$ cat config.mk
export PLATFORM = sky130hd
export DESIGN_NAME = step_pattern_kbd
export DESIGN_NICKNAME = d
export VERILOG_FILES = /design/src/rtl/step_pattern_kbd_pkg.sv /design/src/rtl/step_pattern_kbd_debounce.sv /design/src/rtl/step_pattern_kbd.sv
export SDC_FILE = /design/constraint.sdc
export NUM_CORES = 1
export LEC_CHECK = 0
export CORE_ASPECT_RATIO = 1.4
export CORE_UTILIZATION = 55
export DETAILED_ROUTE_END_ITERATION = 10
export PLACE_DENSITY = 0.77
export REMOVE_ABC_BUFFERS = 1
export SYNTH_ARGS = -nofsm -noshare
export SYNTH_HDL_FRONTEND = slang
export SYNTH_SLANG_ARGS = --single-unit
$ cat constraint.sdc
create_clock -name clk -period 8.1 [get_ports clk]
set_clock_uncertainty 0.2 [all_clocks]
set_input_delay 1.62 -clock clk [delete_from_list [all_inputs] [get_ports clk]]
set_output_delay 1.62 -clock clk [all_outputs]
set_load 0.02 [all_outputs]
$ cat src/rtl/step_pattern_kbd_pkg.sv
// step_pattern_kbd_pkg
//   Definitions shared by the step-pattern keyboard stage and the CPU-side
//   register decoder: the default step count, the register map, and a
//   counter-width helper.
package step_pattern_kbd_pkg;

    localparam int unsigned SEQ_N_STEPS = 8;

    // Register map seen by picoVersat.
    typedef enum logic [1:0] {
        PAT_ADDR = 2'd0,  // R/W pattern, write replaces all bits
        CLR_ADDR = 2'd1,  // W clear mask, R pattern
        DBS_ADDR = 2'd2,  // R debounced button state
        EVT_ADDR = 2'd3   // R press flags, cleared by the read
    } reg_addr_e;

    // Width of a counter that has to hold 0..n-1; never narrower than 1 bit.
    function automatic int unsigned cnt_width(input int unsigned n);
        return (n > 1) ? $clog2(n) : 1;
    endfunction

endpackage

$ cat src/rtl/step_pattern_kbd_debounce.sv
// kbd_debounce
//   One push-button: 2-flop synchroniser, optional inversion, and a
//   consecutive-sample debouncer advanced only on the shared sample tick.
// Ports
//   clk    in   system clock
//   rst    in   asynchronous active-high reset
//   tick   in   one-clk sample strobe from the prescaler
//   btn    in   raw asynchronous button
//   state  out  debounced button state (1 = pressed)
//   press  out  one-clk pulse on a debounced 0->1 transition
module kbd_debounce
    import step_pattern_kbd_pkg::*;
#(
    parameter int unsigned DB_SAMPLES = 4,
    parameter bit          ACTIVE_LOW = 1'b0
) (
    input  logic clk,
    input  logic rst,
    input  logic tick,
    input  logic btn,
    output logic state,
    output logic press
);

    localparam int unsigned CW = cnt_width(DB_SAMPLES);

    logic          sync1_q, sync2_q;
    logic          sample;
    logic          state_q, state_d;
    logic [CW-1:0] cnt_q, cnt_d;

    assign sample = sync2_q ^ ACTIVE_LOW;

    // The counter holds how many consecutive disagreeing samples have been
    // seen before the current one; the DB_SAMPLES-th disagreement flips the
    // state, so the counter never exceeds DB_SAMPLES-1.
    always_comb begin
        state_d = state_q;
        cnt_d   = cnt_q;
        press   = 1'b0;
        if (tick) begin
            if (sample != state_q) begin
                if (cnt_q == CW'(DB_SAMPLES - 1)) begin
                    state_d = ~state_q;
                    cnt_d   = '0;
                    press   = ~state_q;
                end else begin
                    cnt_d = cnt_q + 1'b1;
                end
            end else begin
                cnt_d = '0;
            end
        end
    end

    always_ff @(posedge clk or posedge rst) begin
        if (rst) begin
            sync1_q <= 1'b0;
            sync2_q <= 1'b0;
            state_q <= 1'b0;
            cnt_q   <= '0;
        end else begin
            sync1_q <= btn;
            sync2_q <= sync1_q;
            state_q <= state_d;
            cnt_q   <= cnt_d;
        end
    end

    assign state = state_q;

endmodule

$ cat src/rtl/step_pattern_kbd.sv
// step_pattern_kbd
//   Input stage of the step sequencer. Debounces N_STEPS push-buttons, toggles
//   one pattern bit per clean press (unless locked), latches sticky press
//   events, and exposes pattern / state / events on a small register port.
// Ports
//   clk          in   system clock
//   rst          in   asynchronous active-high reset
//   btn_in       in   raw buttons, bit i = step i
//   lock         in   1: presses flag events but do not toggle the pattern
//   sel          in   register access strobe, one clk wide
//   we           in   1 = write, 0 = read (qualified by sel)
//   addr         in   register select
//   data_in      in   write data
//   data_out     out  registered read data, valid the cycle after sel
//   pattern_out  out  step pattern to the sequencer (kbd_in)
module step_pattern_kbd
    import step_pattern_kbd_pkg::*;
#(
    parameter int unsigned N_STEPS    = SEQ_N_STEPS,
    parameter int unsigned SAMPLE_DIV = 500000,
    parameter int unsigned DB_SAMPLES = 4,
    parameter bit          ACTIVE_LOW = 1'b0
) (
    input  logic               clk,
    input  logic               rst,
    input  logic [N_STEPS-1:0] btn_in,
    input  logic               lock,
    input  logic               sel,
    input  logic               we,
    input  logic [1:0]         addr,
    input  logic [7:0]         data_in,
    output logic [7:0]         data_out,
    output logic [N_STEPS-1:0] pattern_out
);

    localparam int unsigned PW = cnt_width(SAMPLE_DIV);

    logic [PW-1:0]      presc_q, presc_d;
    logic               tick_q, tick_d;
    logic [N_STEPS-1:0] db_state;
    logic [N_STEPS-1:0] press_vec;
    logic [N_STEPS-1:0] pattern_q, pattern_d;
    logic [N_STEPS-1:0] events_q, events_d;
    logic [7:0]         data_out_q, data_out_d;
    logic [N_STEPS-1:0] din;
    logic [N_STEPS-1:0] rd_val;
    reg_addr_e          reg_sel;

    for (genvar i = 0; i < N_STEPS; i++) begin : g_btn
        kbd_debounce #(
            .DB_SAMPLES (DB_SAMPLES),
            .ACTIVE_LOW (ACTIVE_LOW)
        ) u_db (
            .clk   (clk),
            .rst   (rst),
            .tick  (tick_q),
            .btn   (btn_in[i]),
            .state (db_state[i]),
            .press (press_vec[i])
        );
    end

    // Tick is high for the one clk in which the prescaler sits at 0 after a wrap.
    always_comb begin
        tick_d  = (presc_q == PW'(SAMPLE_DIV - 1));
        presc_d = tick_d ? '0 : presc_q + 1'b1;
    end

    always_comb begin
        din     = data_in[N_STEPS-1:0];
        reg_sel = reg_addr_e'(addr);

        case (reg_sel)
            DBS_ADDR: rd_val = db_state;
            EVT_ADDR: rd_val = events_q;
            default:  rd_val = pattern_q;
        endcase

        data_out_d = data_out_q;
        if (sel && !we) begin
            data_out_d = 8'(rd_val);
        end

        // Clearing on read happens before new presses are merged in, so a
        // press landing on the read cycle stays flagged for the next read.
        events_d = events_q;
        if (sel && !we && reg_sel == EVT_ADDR) begin
            events_d = '0;
        end
        events_d = events_d | press_vec;

        // A CPU write overrides any press toggle on every bit in that clk.
        pattern_d = pattern_q ^ (lock ? '0 : press_vec);
        if (sel && we) begin
            case (reg_sel)
                PAT_ADDR: pattern_d = din;
                CLR_ADDR: pattern_d = pattern_q & ~din;
                default:  pattern_d = pattern_q ^ (lock ? '0 : press_vec);
            endcase
        end
    end

    always_ff @(posedge clk or posedge rst) begin
        if (rst) begin
            presc_q    <= '0;
            tick_q     <= 1'b0;
            pattern_q  <= '0;
            events_q   <= '0;
            data_out_q <= '0;
        end else begin
            presc_q    <= presc_d;
            tick_q     <= tick_d;
            pattern_q  <= pattern_d;
            events_q   <= events_d;
            data_out_q <= data_out_d;
        end
    end

    assign pattern_out = pattern_q;
    assign data_out    = data_out_q;

endmodule
Yosys cells after proc, flatten, opt, wreduce, memory -nomap -nowiden
Cells that the tools add are included.
Word-level totals
  output and inout bits: 16
  bits in registers: 84
  input port bits: 23
Operators by class
  equality and inequality tests: 20
  $add $sub $neg: 9
  reductions and logical operators: 13
  muxes and demuxes: 46
  bitwise operators: 12
Operators by type and width (number)
  $mux 2: 16
  $pmux 8 s2: 2
  $mux 1: 24
  $mux 8: 3
  $reduce_and 3->1: 8
  $eq 2x2->1 const B: 10
  $add 19x1->19 const B: 1
  $eq 19x19->1 const B: 1
  $mux 19: 1
  $add 2x1->2 const B: 8
  $and 8x8->8: 1
  $ne 1x1->1: 8
  $not 1->1: 8
  $not 8->8: 1
  $or 8x8->8: 1
  $xor 8x8->8: 1
  $logic_and 1x1->1: 3
  $eq 2x1->1 const B: 1
  $logic_not 2->1: 1
  $logic_not 1->1: 1

Logic depth before layout (Yosys ltp)
Gate-level depths: netlist of run 1.
  depth in word-level cells: 8
  depth in mapped cells: 5
  mapped depth without buffers: 5

Modules after synthesis
From an unflattened synthesis of run 1, not the netlist that was laid out.
Unflattened totals
  cells, all modules: 350
  area total of the unflattened synthesis: 3802.4 um2
Modules (own cells, without submodules)
  step_pattern_kbd: instances 1, sequential area each 1101.1 um2, area each 2160.8 um2, cells each 214
  kbd_debounce: instances 8, sequential area each 125.1 um2, area each 205.2 um2, cells each 17

Worst setup path before layout of run 1
OpenSTA, ideal clock, no wires.
  kind: input to register
  start: in addr[1]
  end: reg pattern_q[0], in the netlist pattern_out[0]
  stages on the path: 4
  path buffers: 1
  data arrival time: 2437 ps
  slack: 5338 ps
  setup time: 126 ps
  cell sequence: nand3b_1 > clkbuf_1 > nor2_1 > a221o_1
Between the ends
  cells in the longest elaborated chain, start to end: 3
  elaborated cells between the ends (all ways): 4
  classes of those cells: eq/ne (1); mux (2); reduce/logical (1)
Ends and longest elaborated chain
  start, declared: RTL line step_pattern_kbd.sv:30  | input logic [1:0] addr,
  $eq 2x1->1 or $logic_not 2->1 (tied branches): RTL line step_pattern_kbd.sv:95  | case (reg_sel)
  $pmux 8 s2 (*): RTL line step_pattern_kbd.sv:95
  $mux 8 (*): RTL line step_pattern_kbd.sv:94  | if (sel && we) begin
  via pattern_d[0]: RTL line step_pattern_kbd.sv:42  | logic [N_STEPS-1:0] pattern_q, pattern_d;
  end signal, assigned: RTL line step_pattern_kbd.sv:113  | pattern_q <= pattern_d;
  end, declared: RTL line step_pattern_kbd.sv:42
Mark *: on every way through the listed nets, which the timed path passes. The rest lies on a longest branch.
A chain may end at the register's enable or synchronous reset.

Final worst setup path of run 1
  start: in addr[1]
  end: reg pattern_q[5], in the netlist pattern_out[5]
Same word-level chain as after synthesis.

==> results of run 1 <==
## cells in the final DEF, fill, tap and decap left out, types with 6 or more instances in the layout
master           count
dfrtp_1             84
nand2_1             48
clkdlybuf4s50_1     38
o21ai_0             27
nor3_1              16
xnor2_1             15
mux2_2              15
nor2_1              12
a221o_1             11
inv_1               10
nand4b_1             9
a21oi_1              9
ha_1                 9
clkbuf_8             9
nand3_1              7
o22ai_1              7
xor2_1               6
mux2i_1              6
## flip-flops by register name, summed over array words and instances (netlist names)
signal and cells:
data_out 8, tick_q 1, presc_q 19, g_btn.u_db.cnt_q 16, g_btn.u_db.state 8, g_btn.u_db.sample 8, g_btn.u_db.sync1_q 8, events_q 8
pattern_out 8
## metal layers
metal / vias to the layer above / global-route usage
met2: 59 / 0.361
met1: 1301 / 0.265
met3: 11 / 0.0472
met4: 0 / 0.0935
li1: 1297 / -
met5: - / 0
## synth_stat cells (all sizes together) (6+ instances only)
| master | number | area share |
|---|---|---|
| mux2i | 6 | 0.016 |
| o21ai | 27 | 0.036 |
| xor2 | 6 | 0.014 |
| xnor2 | 15 | 0.035 |
| ha | 9 | 0.030 |
| nand4b | 9 | 0.021 |
| a221o | 11 | 0.029 |
| dfrtp | 84 | 0.56 |
| nand2 | 48 | 0.048 |
| mux2 | 15 | 0.045 |
| nand4 | 7 | 0.017 |
| inv | 11 | 0.011 |
| nor2 | 13 | 0.015 |
| nor3 | 16 | 0.021 |
| a21oi | 9 | 0.012 |
| nand3 | 7 | 0.0093 |
| clkbuf | 7 | 0.0070 |
| o22ai | 7 | 0.012 |
## cells by family after synthesis
kind of cell	Yosys count	share of synthesized area
fa+ha+maj	9	0.0299
buf+inv	23	0.0246
xor+xnor	21	0.0488
simple gates	126	0.185
flops	84	0.558
mux	21	0.0608
compound gates	56	0.0930
## final timing paths
| path | startpoint | end | slack [ps] |
|---|---|---|---|
| setup / recovery | addr[1] | pattern_out[5]$_DFF_PP0_ | 4550 |
| hold / removal | g_btn[1].u_db.sync1_q$_DFF_PP0_ | g_btn[1].u_db.sample$_DFF_PP0_ | 150 |
| setup reg to reg | presc_q[0]$_DFF_PP0_ | presc_q[18]$_DFF_PP0_ | 6090 |
| hold reg to reg | g_btn[1].u_db.sync1_q$_DFF_PP0_ | g_btn[1].u_db.sample$_DFF_PP0_ | 150 |
| max in group asynchronous | rst | pattern_out[5]$_DFF_PP0_ | 5340 |
| min in group asynchronous | rst | g_btn[5].u_db.sample$_DFF_PP0_ | 1700 |
## cell type report
class / instances / area share
Sequential cell: 84 / 0.475
Multi-Input combinational cell: 233 / 0.355
Timing Repair Buffer: 40 / 0.0893
Clock buffer: 9 / 0.0280
Tap cell: 92 / 0.0260
Clock inverter: 7 / 0.0170
Inverter: 11 / 0.00961
## critical path, cell delays in order
cell and delay (ps):
clkdlybuf4s50_1 720, nand3b_1 510, nand2b_1 370, nor3_1 100, a221o_1 270
## metrics by stage
| stage | area [sq um] | hold slack, ps | instances |
|---|---|---|---|
| final | 4430 | 151 | 476 |
| after global routing | 4430 | 162 | 476 |
| after CTS | 4430 | 155 | 476 |
| after detailed placement | 4230 | 136 | 460 |
| after global placement | 4230 | 132 | 460 |
| after floorplan | 3720 | 131 | 328 |
## power groups by stage
stage | sequential [mW] | clock [mW] | combinational (mW)
after floorplan | 0.470 | 0 | 0.0278
after global placement | 0.458 | 0 | 0.0861
after detailed placement | 0.459 | 0 | 0.0870
after CTS | 0.450 | 0.302 | 0.0873
after global routing | 0.453 | 0.319 | 0.0944
final | 0.450 | 0.296 | 0.0864
==> impl_metrics.toml, run 1 <==
[job]
cap_viol_max_count = 0

[drt]
routed.top_layer = "met4"
num_vias = 2668
wl_met2_microns = 3400
wl_met3_microns = 286
dr.pass1.iters = 4
met1Wirelength_microns = 2970
drc = 0
wire_per_inst_microns = 14.3
drt-initial-drc-count = 249
ant_nets = 0
routed_wl_microns = 6800
viasPerCell = 5.61

[floorplanning]
initial_utilization = 0.570
core_region_area_sq_um = 6610
die_area_sq_um = 7190
die_w_microns = 71.9
chipHeight_microns = 99.9
row_count = 35
ioPinCount = 39

[grt]
track_usage = 0.215
grt_pass1_vias = 2648
antenna_found_initial = 0
grt_pass1_wl_microns = 12000
grt_overflow = 0
grt_start_max_net_pins = 85

[worst_setup_path]
cp.arrival_ps = 3580
required_ps = 8130
reg2reg_depth = 5
worstPathMaxFanout = 22
end_kind = "register"
startpoint_type = "input port"
critical_path_class = "input port to register"

[synthesis]
synth-edff-count = 0
async_reset_ff_frac = 1.00
synth_cells = 340
seq_area_frac_synth = 0.558
ys_ff_latch = 84
synth_cell_types = 39
netlist_area_sq_um = 3770
ys.flop_type = "dfrtp_1"
syn_area_per_cell_sq_um = 11.1
yosys_warnings = 0

[final_layout]
n_antenna_cell = 0
register_area_sq_um = 2100
fin_util = 0.669
nets = 411
nFillCells = 502
area_growth_pct = 17.5
drive_gt1_frac = 0.102
multi_input_area_sq_um = 1570

[placed_design]
numPortBuffers = 38
place.gp.congestion = 0.838
dp_hpwl_microns = 4740
place_ws_ps = 4240

[pwr]
p_leak_nw = 1.98
peakVddDrop_v = 0.000151
power.density_nw_per_um2 = 188
power.share.switching = 0.252
clkPwrFrac = 0.355
combPwrFrac = 0.104
p_seq_frac = 0.541
internal_power_mw = 0.623
p_sw_mw = 0.210
p_total_mw = 0.832

[clock_tree]
hold_buffers = 0
ctsResizeCount = 0
root_buffer = "clkbuf_8"
cts_tree = "yes"
cts.clk_slew.worst_paths_ps = 80
htree_levels = 3
insertion_delay_ps = 350
max-clock-path-buffers = 2
post_cts_buffers = 0
cts_sinks = 84
cts_inserted_buffers = 9

[sta]
final.min_clock_period_ps = 3550
fmax_ghz = 0.282
relSlewSlack = 0.322
worst_slew_pin_slew_ps = 1020
fin_ws_ps = 4550
finalHoldViolations = 0
rsz0062_at_grt = "no"
period_share = 0.438
final_max_slew_viol_count = 0
setup_viol = 0
finalSetupTns_ps = 0

[status]
outcome = "finished clean"

[min_path]
holdCritPathClass = "register to register"
hold_depth = 0
(Power assumes the default switching activity.)
==> run 2, diff against run 1 <==
Clock period 8.1 ns to 3.4 ns, I/O delays scaled along.
==> run 2 against run 1 <==
Against the previous run: utilization up 0.45 points; via count up 1.7%; clock-buffer cell count up 1; die area unchanged; non-clock buffer count up 1.
==> impl_metrics.toml, run 2 (synthesis results as in run 1) <==
[job]
cap_viol_max_count = 0

[sta]
fin_ws_ps = 1080
worst_slew_pin_slew_ps = 654
final.min_clock_period_ps = 2320
final_max_slew_viol_count = 0
rsz0062_at_grt = "no"
relSlewSlack = 0.563
period_share = 0.682
fmax_ghz = 0.431
finalSetupTns_ps = 0
setup_viol = 0
finalHoldViolations = 0

[grt]
grt_pass1_wl_microns = 12000
grt_pass1_vias = 2620
track_usage = 0.219
antenna_found_initial = 0
grt_overflow = 0
grt_start_max_net_pins = 49

[placed_design]
dp_cells = 461
place.gp.congestion = 0.858
numPortBuffers = 38
dp_hpwl_microns = 5000
place_area_sq_um = 4250
place_ws_ps = 718

[clock_tree]
max-clock-path-buffers = 2
cts.clk_slew.worst_paths_ps = 90
ctsResizeCount = 0
cts_sinks = 84
post_cts_buffers = 0
cts_inserted_buffers = 9
cts_tree = "yes"
hold_buffers = 0
insertion_delay_ps = 360
htree_levels = 3
root_buffer = "clkbuf_8"

[floorplanning]
initial_utilization = 0.570
die_w_microns = 71.9
core_region_area_sq_um = 6610
ioPinCount = 39
die_area_sq_um = 7190
chipHeight_microns = 99.9
row_count = 35

[drt]
num_vias = 2713
wire_per_inst_microns = 14.9
dr.pass1.iters = 4
drt-initial-drc-count = 293
routed_wl_microns = 7130
drc = 0
ant_nets = 0
viasPerCell = 5.69

[worst_setup_path]
worstPathMaxFanout = 22
startpoint_type = "input port"
critical_path.slowest_cell = "clkdlybuf4s50_1"
end_kind = "register"
max_stage_delay_ps = 400
critical_path_class = "input port to register"
path_buf_inv = 2
cp.arrival_ps = 2360
cp_top_family = "simple AND/OR/NAND/NOR gates"
required_ps = 3440
path_cells = "clkdlybuf4s50_1, buf_4, nand3b_1, nand2b_1, nor3_1, a221o_1"

[pwr]
peakVddDrop_v = 0.000272
p_leak_nw = 1.99
power.density_nw_per_um2 = 452

[final_layout]
area_growth_pct = 18.3
n_antenna_cell = 0
multi_input_area_sq_um = 1570
nets = 412
drive_gt1_frac = 0.104
final_cells = 477
final_common_cell = "dfrtp_1"
top_regs = "presc_q (19), g_btn.u_db.cnt_q (16)"
largest_register_ffs = 19
fin_area_sq_um = 4460
nFillCells = 491
final_cell_mix = "dfrtp_1, nand2_1, clkdlybuf4s50_1, o21ai_0, nor3_1"
top_register = "presc_q"
register_area_sq_um = 2100
fin_util = 0.674

[min_path]
holdCritPathClass = "register to register"

[status]
outcome = "finished clean"
## run 2: worst paths after layout
path | startpoint | end | slack (ps) | cells past startpoint
max | addr[1] | pattern_out[3]$_DFF_PP0_ | 1080 | 6
min | g_btn[7].u_db.sync1_q$_DFF_PP0_ | g_btn[7].u_db.sample$_DFF_PP0_ | 150 | 0
max reg2reg | presc_q[0]$_DFF_PP0_ | presc_q[18]$_DFF_PP0_ | 1370 | 5
min reg2reg | g_btn[7].u_db.sync1_q$_DFF_PP0_ | g_btn[7].u_db.sample$_DFF_PP0_ | 150 | 0
max in group asynchronous | rst | g_btn[3].u_db.sample$_DFF_PP0_ | 1830 | 3
min in group asynchronous | rst | g_btn[5].u_db.cnt_q[1]$_DFFE_PP0P_ | 510 | 2
## run 2: worst register-to-register path, stage by stage, from the launching register on
cell,delay [ps]
dfrtp_1,390
ha_1,230
nand4_2,280
nor2_4,230
or4b_1,440
a21oi_1,160
## run 2: power breakdown
part | internal, mW | switching (mW) | total, mW
logic | 0.104 | 0.107 | 0.211
clock network | 0.365 | 0.363 | 0.728
registers | 1.04 | 0.0329 | 1.07
## run 2: final cells by class
| type | count | share of cell area |
|---|---|---|
| Timing Repair Buffer | 41 | 0.0932 |
| Tap cell | 92 | 0.0258 |
| Clock inverter | 6 | 0.0160 |
| Clock buffer | 10 | 0.0309 |
| Sequential cell | 84 | 0.472 |
| Multi-Input combinational cell | 233 | 0.353 |
| Inverter | 11 | 0.00955 |
## run 2: per-layer routing
| metal | vias to the layer above | global-route usage | wire length (microns) | share of wire |
|---|---|---|---|---|
| li1 | 1297 | - | - | - |
| met1 | 1337 | 0.267 | 3030 | 0.42 |
| met2 | 69 | 0.373 | 3690 | 0.52 |
| met3 | 10 | 0.0522 | 281 | 0.039 |
| met4 | 0 | 0.0875 | 135 | 0.019 |
| met5 | - | 0 | 0 | 0 |
## run 2: metrics by stage
step,total power [mW],hold slack (ps)
4_1_cts,2.03,157
2_1_floorplan,1.19,131
3_3_place_gp,1.30,133
6_report,2.01,149
5_1_grt,2.10,155
3_5_place_dp,1.31,136
